--- config.mk ---
export PLATFORM = sky130hd
export DESIGN_NAME = ahb_lite_reg_bridge
export DESIGN_NICKNAME = d
export VERILOG_FILES = /design/src/rtl/ahb_lite_reg_bridge.sv
export SDC_FILE = /design/constraint.sdc
export NUM_CORES = 1
export LEC_CHECK = 0
export ABC_AREA = 0
export CAP_MARGIN = 20
export CORE_MARGIN = 3
export CORE_UTILIZATION = 25
export DETAILED_ROUTE_END_ITERATION = 10
export PLACE_DENSITY = 0.63
export SLEW_MARGIN = 15
export SYNTH_ARGS = -nofsm -noshare
export SYNTH_HDL_FRONTEND = slang
export SYNTH_SLANG_ARGS = --single-unit
--- constraint.sdc ---
create_clock -name clk -period 3.8 [get_ports clk]
set_clock_uncertainty 0.15 [all_clocks]
set_input_delay 0.76 -clock clk [delete_from_list [all_inputs] [get_ports clk]]
set_output_delay 0.76 -clock clk [all_outputs]
set_load 0.05 [all_outputs]
--- src/rtl/ahb_lite_reg_bridge.sv ---
// AHB-Lite slave front end for the CSR bank.
// Converts single AHB-Lite transfers into word-indexed register-bus accesses.
// Writes complete with zero wait states. Reads take RD_WAIT_CYCLES wait states.
// Optional feature macro: AHB_ERR_RESP_EN. When it is defined, a bad access gets the
// two-cycle ERROR response. Without it, a bad access completes OKAY with reg_we
// suppressed and read data 0.
module ahb_lite_reg_bridge #(
  parameter logic [31:0] BASE_ADDR      = 32'h4000_0000,
  parameter int unsigned NUM_REGS       = 8,
  parameter int unsigned RD_WAIT_CYCLES = 1  // legal range 1..3
) (
  input  logic        clk,
  input  logic        rst_n,
  input  logic        HSEL,
  input  logic [31:0] HADDR,
  input  logic [1:0]  HTRANS,
  input  logic        HWRITE,
  input  logic [2:0]  HSIZE,
  input  logic [31:0] HWDATA,
  input  logic        HREADY,
  output logic [31:0] HRDATA,
  output logic        HREADYOUT,
  output logic        HRESP,
  output logic [31:0] reg_addr,
  output logic [31:0] reg_din,
  output logic        reg_we,
  input  logic [31:0] reg_dout
);

  typedef enum logic [2:0] {
    StIdle,
    StWr,
    StRdWait,
    StRdDone,
    StErr1,
    StErr2
  } state_e;

  localparam logic [29:0] NumRegsW = 30'(NUM_REGS);
  localparam logic [1:0]  LastWait = 2'(RD_WAIT_CYCLES - 1);

  state_e      state_q, state_d;
  logic [1:0]  wait_q, wait_d;
  logic [31:0] reg_addr_q, reg_addr_d;
  logic [31:0] hrdata_q, hrdata_d;
  logic        bad_q, bad_d;

  logic [32:0] diff;
  logic [31:0] offset;
  logic        borrow;
  logic        accept;
  logic        bad;
  logic        can_accept;

  // Only HTRANS[1] matters: BUSY and IDLE are both ignored.
  logic unused_htrans0;
  assign unused_htrans0 = HTRANS[0];

  // Address-phase decode: window offset (with borrow), word index and legality.
  always_comb begin
    diff   = {1'b0, HADDR} - {1'b0, BASE_ADDR};
    borrow = diff[32];
    offset = diff[31:0];
    accept = HSEL & HTRANS[1] & HREADY;
    bad    = borrow | (offset[31:2] >= NumRegsW) | (HADDR[1:0] != 2'b00) |
             (HSIZE != 3'b010);
  end

  // Next-state logic: WR, RD_DONE and ERR2 behave like IDLE so transfers can pipeline.
  always_comb begin
    state_d    = state_q;
    wait_d     = wait_q;
    reg_addr_d = reg_addr_q;
    hrdata_d   = hrdata_q;
    bad_d      = bad_q;
    can_accept = 1'b0;

    unique case (state_q)
      StIdle, StWr, StRdDone, StErr2: can_accept = 1'b1;
      StRdWait: begin
        if (wait_q == LastWait) begin
          // A bad read (only reachable without the ERROR response) returns zero.
          hrdata_d = bad_q ? 32'h0 : reg_dout;
          state_d  = StRdDone;
        end else begin
          wait_d = wait_q + 2'd1;
        end
      end
      StErr1:  state_d = StErr2;
      default: state_d = StIdle;
    endcase

    if (can_accept) begin
      state_d = StIdle;
      if (accept) begin
        bad_d  = bad;
        wait_d = 2'd0;
        // Never present an out-of-range index to the CSR bank.
        if (!bad) begin
          reg_addr_d = {2'b00, offset[31:2]};
        end
`ifdef AHB_ERR_RESP_EN
        if (bad) begin
          state_d = StErr1;
        end else if (HWRITE) begin
          state_d = StWr;
        end else begin
          state_d = StRdWait;
        end
`else
        state_d = HWRITE ? StWr : StRdWait;
`endif
      end
    end
  end

  // State and captured-transfer registers with asynchronous reset.
  always_ff @(posedge clk or negedge rst_n) begin
    if (!rst_n) begin
      state_q    <= StIdle;
      wait_q     <= 2'd0;
      reg_addr_q <= 32'h0;
      hrdata_q   <= 32'h0;
      bad_q      <= 1'b0;
    end else begin
      state_q    <= state_d;
      wait_q     <= wait_d;
      reg_addr_q <= reg_addr_d;
      hrdata_q   <= hrdata_d;
      bad_q      <= bad_d;
    end
  end

  // Bus and register-side outputs decoded from the current state.
  always_comb begin
    HREADYOUT = !((state_q == StRdWait) || (state_q == StErr1));
    reg_we    = (state_q == StWr) && !bad_q;
`ifdef AHB_ERR_RESP_EN
    HRESP     = (state_q == StErr1) || (state_q == StErr2);
`else
    HRESP     = 1'b0;
`endif
  end

  assign reg_din  = HWDATA;
  assign reg_addr = reg_addr_q;
  assign HRDATA   = hrdata_q;

endmodule
==> PnR_summary.wiki, run 1 <==
{| class="wikitable"
! Metric !! Value
|-
| Number of buffers inserted during clock tree synthesis || 9
|-
| Area growth from synthesis to layout || 48.04%
|-
| Count of input and output buffers || 136
|-
| Post-detailed-routing wire length || 7864 µm
|-
| Vias in the first global route || roughly 2600
|-
| Fraction of post-synthesis cell area in the top cell type by area || between 50% and 60%
|-
| Combined global-route utilization of all metal layers || around 11%
|-
| # Post-CTS Setup Buffers || 0
|-
| Start point of the critical path || state_q[0]
|-
| Die boundary height || about 120 µm
|-
| Count of different cell masters after synthesis || 29
|-
| Achievable clock frequency || ~0.34 GHz
|-
| Logic depth of the worst setup path including buffers || 2
|-
| Flip-flop and latch area || 1702 µm²
|-
| Hold Worst Slack || approximately 0.33 ns
|-
| Number of buffers on the longest clock path || 2
|-
| Clock tree from TritonCTS || done
|-
| Die width || 120.2 µm
|-
| Sequential share of power || a little over a third
|-
| Full die area || around 14000 µm²
|-
| DR vias || 2391
|-
| Number of max-cap violations || 0
|-
| Setup slack of the worst register-to-register path || 1.66 ns
|-
| Syn_area_per_cell || about 11 µm²
|-
| Pin count of the biggest net entering global routing || 69
|-
| Antenna violations before repair || 0
|-
| Final count of hold timing violations || 0
|-
| Sequential fraction of the synthesis area || about 52%
|-
| Time the final worst path needs with I/O delays and setup || between 2 and 3 ns
|-
| Max transition margin || about 37%
|-
| Master of the slowest instance on the critical path || sky130_fd_sc_hd__clkdlybuf4s50_1
|-
| CP startpoint kind || flip-flop
|-
| Largest cells by area after synthesis || sky130_fd_sc_hd__dfrtp_1 52%, sky130_fd_sc_hd__mux2_4 13%, sky130_fd_sc_hd__buf_4 8.1%, sky130_fd_sc_hd__nand2b_1 6.5%, sky130_fd_sc_hd__o21ai_0 5.2%
|-
| CTS HTree Levels || 3
|-
| Worst min-delay path startpoint || HRDATA[17]
|-
| Routed length on met3 || around 800 µm
|-
| Setup repair after global routing missed its margin || no
|-
| Combined area of the multi-input logic cells || 1211 µm²
|-
| Start of the worst register-to-register path || state_q[2]
|-
| Relative contribution of the clock network to total power || a little under two fifths
|-
| Post-synthesis instance area || approximately 3300 µm²
|-
| Internal power || between 0.0015 and 0.002 W
|-
| Latest clock arrival within the worst-skew pair || 0.33 ns
|-
| Core outline area || about 13000 µm²
|-
| Largest voltage drop on the vdd net || 0.0001774 V
|-
| Clock-pin slew on the worst setup and hold paths || 0.06 ns
|-
| Slowest stage delay, CP || ~0.87 ns
|-
| Period Utilization, post-route || around 78%
|-
| Required time at the endpoint of the critical path || 2.89 ns
|-
| Number of hold-repair buffers added at the cts stage || 0
|-
| Number of nets in the layout || approximately 510
|-
| Worst EP arrival || approximately 2.0 ns
|-
| Detail Route Antenna Nets || 0
|-
| Ys Warns || 0
|-
| PwrDens || ~470 nW/µm²
|-
| R2R depth || 5
|-
| Critical Path, Cell by Cell || nor4b_1, clkdlybuf4s50_1
|-
| Global-route congestion overflow total || 0
|-
| RePlAce Congestion || 0.7402
|-
| End of the worst register-to-register path || HRDATA[11]
|-
| Effective utilization at floorplan || roughly 26%
|-
| Inserted Diodes || 0
|-
| Drt pass-1 iters || 4
|-
| Clock Sinks || 68
|-
| Sw Share || around 33%
|-
| Post-CTS sizing || 0
|-
| Post-DR vias/cell || between 4 and 5
|-
| Endpoint of the worst setup timing path || reg_we
|-
| CP endpoint kind || output port
|-
| Number of synthesized register bits || 68
|-
| Half-perimeter wire length after placement || 5706 µm
|-
| Final setup violation count || 0
|-
| Crit Path Max Fanout || 10
|-
| Dominant delay contributor by cell family on the critical path || buffers and inverters
|-
| Power share of the combinational group || 26.6%
|-
| Final routed wire length divided by cell count || about 14 µm
|-
| Post-synth top area cell || sky130_fd_sc_hd__dfrtp_1
|-
| Total number of placement rows || 41
|-
| # IOs || just over 200
|-
| Number of buffers and inverters on the critical path || 1
|-
| Power spent charging and discharging nets || 0.0007473 W
|-
| Worst slew pin tran || about 0.94 ns
|-
| Status || complete, no violations
|-
| Top Layer Used || met4
|-
| Cell chosen for the clock root || sky130_fd_sc_hd__clkbuf_16
|-
| Detailed-routed wire length on met2 || approximately 3700 µm
|-
| Total count of max-transition violations in the final report || 0
|-
| First-iteration detailed-routing DRC count || between 70 and 80
|-
| Filler cell count in the final layout || about 1300
|-
| Cells after synthesis || approximately 290
|-
| Startpoint-to-endpoint class of the critical path || reg -> out
|-
| Type of the worst min-delay path || reg -> reg
|-
| Total Neg Setup Slack || 0 ns
|-
| Routed metal-1 wirelength || ~3100 µm
|-
| Fraction of layout cells with a size suffix above 1 || roughly an eighth
|-
| Residual DRC || 0
|-
| Wire length of the first global-routing pass || between 10000 and 15000 µm
|-
| Leakage || between 2 and 2.5 nW
|}
## worst register-to-register path: cells and delay by family (launching register included)
kind | cells | cell delay [ns]
AOI/OAI and AO/OA | 1 | 0.11
DFF | 1 | 0.43
and+or+nand+nor | 4 | 1.27
## through the flow
step           instances  setup WS [ns]  util [%]  cell area, µm²  total power [W]
3_5_place_dp         555         0.6651     35.71            4524         0.001471
2_1_floorplan        293         0.6994         -            3268         0.001315
3_3_place_gp         555         0.6806     35.71            4524         0.001456
5_1_grt              571         0.7308     38.10            4827         0.002414
4_1_cts              571         0.8167     38.10            4827         0.002333
6_report             571         0.8498     38.10            4827         0.002286
## synth_stat cells
master	count
sky130_fd_sc_hd__buf_2	1
sky130_fd_sc_hd__o21ai_1	1
sky130_fd_sc_hd__o21a_1	1
sky130_fd_sc_hd__nand3_1	2
sky130_fd_sc_hd__nand4_2	1
sky130_fd_sc_hd__nor2_1	5
sky130_fd_sc_hd__o22ai_1	1
sky130_fd_sc_hd__nor4b_1	1
sky130_fd_sc_hd__a21oi_1	5
sky130_fd_sc_hd__inv_1	6
sky130_fd_sc_hd__nand2_1	36
sky130_fd_sc_hd__nand2b_1	34
sky130_fd_sc_hd__buf_6	3
sky130_fd_sc_hd__conb_1	1
sky130_fd_sc_hd__mux2_2	1
sky130_fd_sc_hd__o21bai_1	1
sky130_fd_sc_hd__buf_4	35
sky130_fd_sc_hd__nor4_1	5
sky130_fd_sc_hd__o21ai_0	34
sky130_fd_sc_hd__clkbuf_1	9
sky130_fd_sc_hd__dfrtp_1	68
sky130_fd_sc_hd__nor3_1	2
sky130_fd_sc_hd__a21o_1	1
sky130_fd_sc_hd__and4bb_2	1
sky130_fd_sc_hd__ha_1	5
sky130_fd_sc_hd__mux2i_1	1
sky130_fd_sc_hd__nor2_2	1
sky130_fd_sc_hd__nand4_1	1
sky130_fd_sc_hd__mux2_4	28
## state kept, by name, indices dropped and copies added, names as in the netlist
name      cells
HRDATA       32
reg_addr     30
state_q       3
bad_q         1
wait_q        2
## per-layer routing
metal	track usage, %	vias up
met4	6.729	0
met1	12.31	1115
met5	0	-
met3	4.724	20
li1	-	1139
met2	18.69	117
## power groups by stage
| stage | combinational, W | sequential (W) | clock [W] |
|---|---|---|---|
| 6_report | 0.000609 | 0.000836 | 0.000841 |
| 3_3_place_gp | 0.000613 | 0.000844 | 0 |
| 2_1_floorplan | 0.000312 | 0.00100 | 0 |
| 3_5_place_dp | 0.000622 | 0.000849 | 0 |
| 5_1_grt | 0.000661 | 0.000845 | 0.000908 |
| 4_1_cts | 0.000623 | 0.000836 | 0.000874 |
## cell usage in the layout (no fill, tap or decap), drive strengths merged
cell type,instances
o22ai,1
a21oi,5
inv,6
clkinv,4
and4bb,1
buf,3
nand4,2
nor3,2
mux2,29
ha,5
o21a,1
nand2,36
nand2b,34
nor4b,1
o21bai,1
nand3,2
clkdlybuf4s50,135
o21ai,35
dfrtp,68
mux2i,1
clkbuf,11
nor4,5
a21o,1
conb,3
bufinv,1
nor2,6
## kinds of logic after synthesis
family | share of synthesized area (%)
DFF | 52.19
AOI/OAI and AO/OA | 7.022
other | 0.1150
adders and majority gates | 1.919
and+or+nand+nor | 14.24
buffers and inverters | 10.97
muxes | 13.55
## how the worst min path moves through the flow
stage                      end  slack [ns]  cells after the start
finish              HRDATA[17]        0.33                      2
detailed placement  HRDATA[27]        0.32                      2
CTS                 HRDATA[27]        0.33                      2
global placement    HRDATA[22]        0.32                      2
global route        HRDATA[22]        0.36                      2
floorplan            HRDATA[0]        0.31                      0
## area by class of cell
type                       count  share of cell area (%)
multi-input combinational    171                   25.09
clock inverter                 5                   1.037
inverter                       6                  0.4666
sequential                    68                   35.25
timing repair buffer         138                   28.46
tap                          172                   4.458
clock buffer                  11                   5.236
No activity file was read; power rests on OpenSTA's default activity.
==> inputs of run 2 (changes only) <==
PLACE_DENSITY = 0.66   (was 0.63)
clock period = 2.7 ns   (was 3.8 ns; I/O delays follow)
==> PnR_summary.wiki, run 2 (same netlist as run 1, synthesis figures left out) <==
{| class="wikitable"
! Metric !! Value
|-
| Status || complete, no violations
|-
| Time the final worst path needs with I/O delays and setup || 2.544 ns
|-
| Dominant delay contributor by cell family on the critical path || buffers and inverters
|-
| Period Utilization, post-route || a little over nine tenths
|-
| CP startpoint kind || primary input
|-
| Post-detailed-routing wire length || 7955 µm
|-
| Setup slack of the worst register-to-register path || 0.75 ns
|-
| DR vias || roughly 2400
|-
| Post-DR vias/cell || approximately 4.2
|-
| Number of hold-repair buffers added at the cts stage || 0
|-
| # IOs || around 210
|-
| RePlAce Congestion || about 0.74
|-
| Worst EP arrival || ~2.6 ns
|-
| Crit Path Max Fanout || 29
|-
| Post-placement cell count || 562
|-
| R2R depth || 6
|-
| Antenna violations before repair || 0
|-
| Total count of max-transition violations in the final report || 0
|-
| Number of nets in the layout || around 500
|-
| Area growth from synthesis to layout || 51.96%
|-
| Count of input and output buffers || 136
|-
| Wire length of the first global-routing pass || 12700 µm
|-
| Worst slew pin tran || approximately 0.53 ns
|-
| Total Neg Setup Slack || 0 ns
|-
| Flip-flop count of the largest register, all copies and words added || 32
|-
| Number of buffers inserted during clock tree synthesis || 9
|-
| Required time at the endpoint of the critical path || 2.77 ns
|-
| Filler cell count in the final layout || between 1000 and 1500
|-
| Final setup violation count || 0
|-
| Hold Worst Slack || between 0.08 and 0.09 ns
|-
| Vias in the first global route || about 2500
|-
| Final count of hold timing violations || 0
|-
| Clock tree from TritonCTS || done
|-
| Combined area of the multi-input logic cells || between 1000 and 1500 µm²
|-
| Slowest stage delay, CP || 0.45 ns
|-
| Commonest cells after routing, fill and taps aside || 133 x sky130_fd_sc_hd__clkdlybuf4s50_1, 68 x sky130_fd_sc_hd__dfrtp_1, 35 x sky130_fd_sc_hd__nand2_1, 34 x sky130_fd_sc_hd__nand2b_1, 34 x sky130_fd_sc_hd__o21ai_0
|-
| Inserted Diodes || 0
|-
| Half-perimeter wire length after placement || 6072 µm
|-
| Detail Route Antenna Nets || 0
|-
| Drt pass-1 iters || 4
|-
| Latest clock arrival within the worst-skew pair || between 0.3 and 0.4 ns
|-
| Achievable clock frequency || just under 0.4 GHz
|-
| Clock Sinks || just under 70
|-
| Leading cell type in the layout, fill and taps excluded || sky130_fd_sc_hd__clkdlybuf4s50_1
|-
| PwrDens || between 600 and 700 nW/µm²
|-
| Number of max-cap violations || 0
|-
| Type of the worst min-delay path || in -> async
|-
| Setup repair after global routing missed its margin || no
|-
| Pin count of the biggest net entering global routing || 65
|-
| Number of buffers and inverters on the critical path || 3
|-
| Number of buffers on the longest clock path || 2
|-
| Critical Path, Cell by Cell || clkdlybuf4s50_1, nor4_1, buf_4, nand4_1, o21ai_1, nand4_2, buf_12, mux2_4
|-
| Max transition margin || 64.33%
|-
| Non-filler cells, final || 578
|-
| Die width || 120.2 µm
|-
| End of the worst register-to-register path || reg_addr[4]
|-
| CP endpoint kind || flip-flop
|-
| Full die area || between 10000 and 15000 µm²
|-
| Start of the worst register-to-register path || state_q[1]
|-
| Fraction of layout cells with a size suffix above 1 || between 10% and 20%
|-
| Clock-pin slew on the worst setup and hold paths || around 0.060 ns
|-
| Global-route congestion overflow total || 0
|-
| CTS HTree Levels || 3
|-
| Master of the slowest instance on the critical path || sky130_fd_sc_hd__clkdlybuf4s50_1
|-
| Die boundary height || approximately 120 µm
|-
| Post-CTS sizing || 0
|-
| # Post-CTS Setup Buffers || 0
|-
| Total number of placement rows || roughly 40
|-
| Core outline area || between 10000 and 15000 µm²
|-
| Flip-flop and latch area || between 1500 and 2000 µm²
|-
| Startpoint-to-endpoint class of the critical path || in -> reg
|-
| Share of the core filled with cells || approximately two fifths
|-
| Cell chosen for the clock root || sky130_fd_sc_hd__clkbuf_16
|-
| Effective utilization at floorplan || approximately a quarter
|-
| Final routed wire length divided by cell count || between 10 and 15 µm
|-
| Combined global-route utilization of all metal layers || roughly 11%
|-
| Tot Pwr || about 0.0034 W
|-
| Leakage || 2.169 nW
|-
| First-iteration detailed-routing DRC count || 98
|-
| Residual DRC || 0
|-
| Largest voltage drop on the vdd net || 0.0003925 V
|}
-- run 2: how the worst max path moves through the flow --
stage	from	endpoint	slack [ns]	depth (start not counted)
detailed placement	HADDR[6]	reg_addr[2]	-0.22	8
CTS	state_q[2]	HREADYOUT	0.06	3
floorplan	bad_q	reg_we	0.51	2
global route	HADDR[6]	reg_addr[2]	0.1	8
finish	HADDR[6]	reg_addr[4]	0.16	8
global placement	HADDR[8]	reg_addr[4]	-0.14	8
-- run 2: layer usage --
metal  GRT usage (%)  wire length [µm]  vias to the layer above
li1                -                 -                     1145
met1           12.59              3190                     1120
met2           17.74              3647                      117
met3           5.192               881                       23
met4           6.657               236                        0
met5               0                 0                        -
-- run 2: power by group --
part | leakage (nW) | switching, W | internal [W] | total [W]
logic | 1.07 | 0.000565 | 0.000312 | 0.000877
clock network | 0.166 | 0.000454 | 0.000908 | 0.00136
registers | 0.936 | 0.0000656 | 0.00111 | 0.00118
total | 2.17 | 0.00108 | 0.00233 | 0.00341
-- run 2: layout make-up --
class	instances	area share (%)
Sequential cell	68	34.34
Timing Repair Buffer	145	29.24
Multi-Input combinational cell	171	24.57
Clock buffer	9	4.545
Tap cell	172	4.343
Clock inverter	7	2.500
Inverter	6	0.4545
-- run 2: metrics by stage --
step | setup slack, ns | area, µm²
3_5_place_dp | -0.2249 | 4603
5_1_grt | 0.09950 | 4955
4_1_cts | 0.05534 | 4952
3_3_place_gp | -0.1399 | 4603
2_1_floorplan | 0.5118 | 3274
6_report | 0.1560 | 4955
==> inputs of run 3 (changes only) <==
SKIP_CTS_REPAIR_TIMING = 1   (was default)
==> results of run 3 <==
Final layout, timing and power as in run 2 (identical DEF).
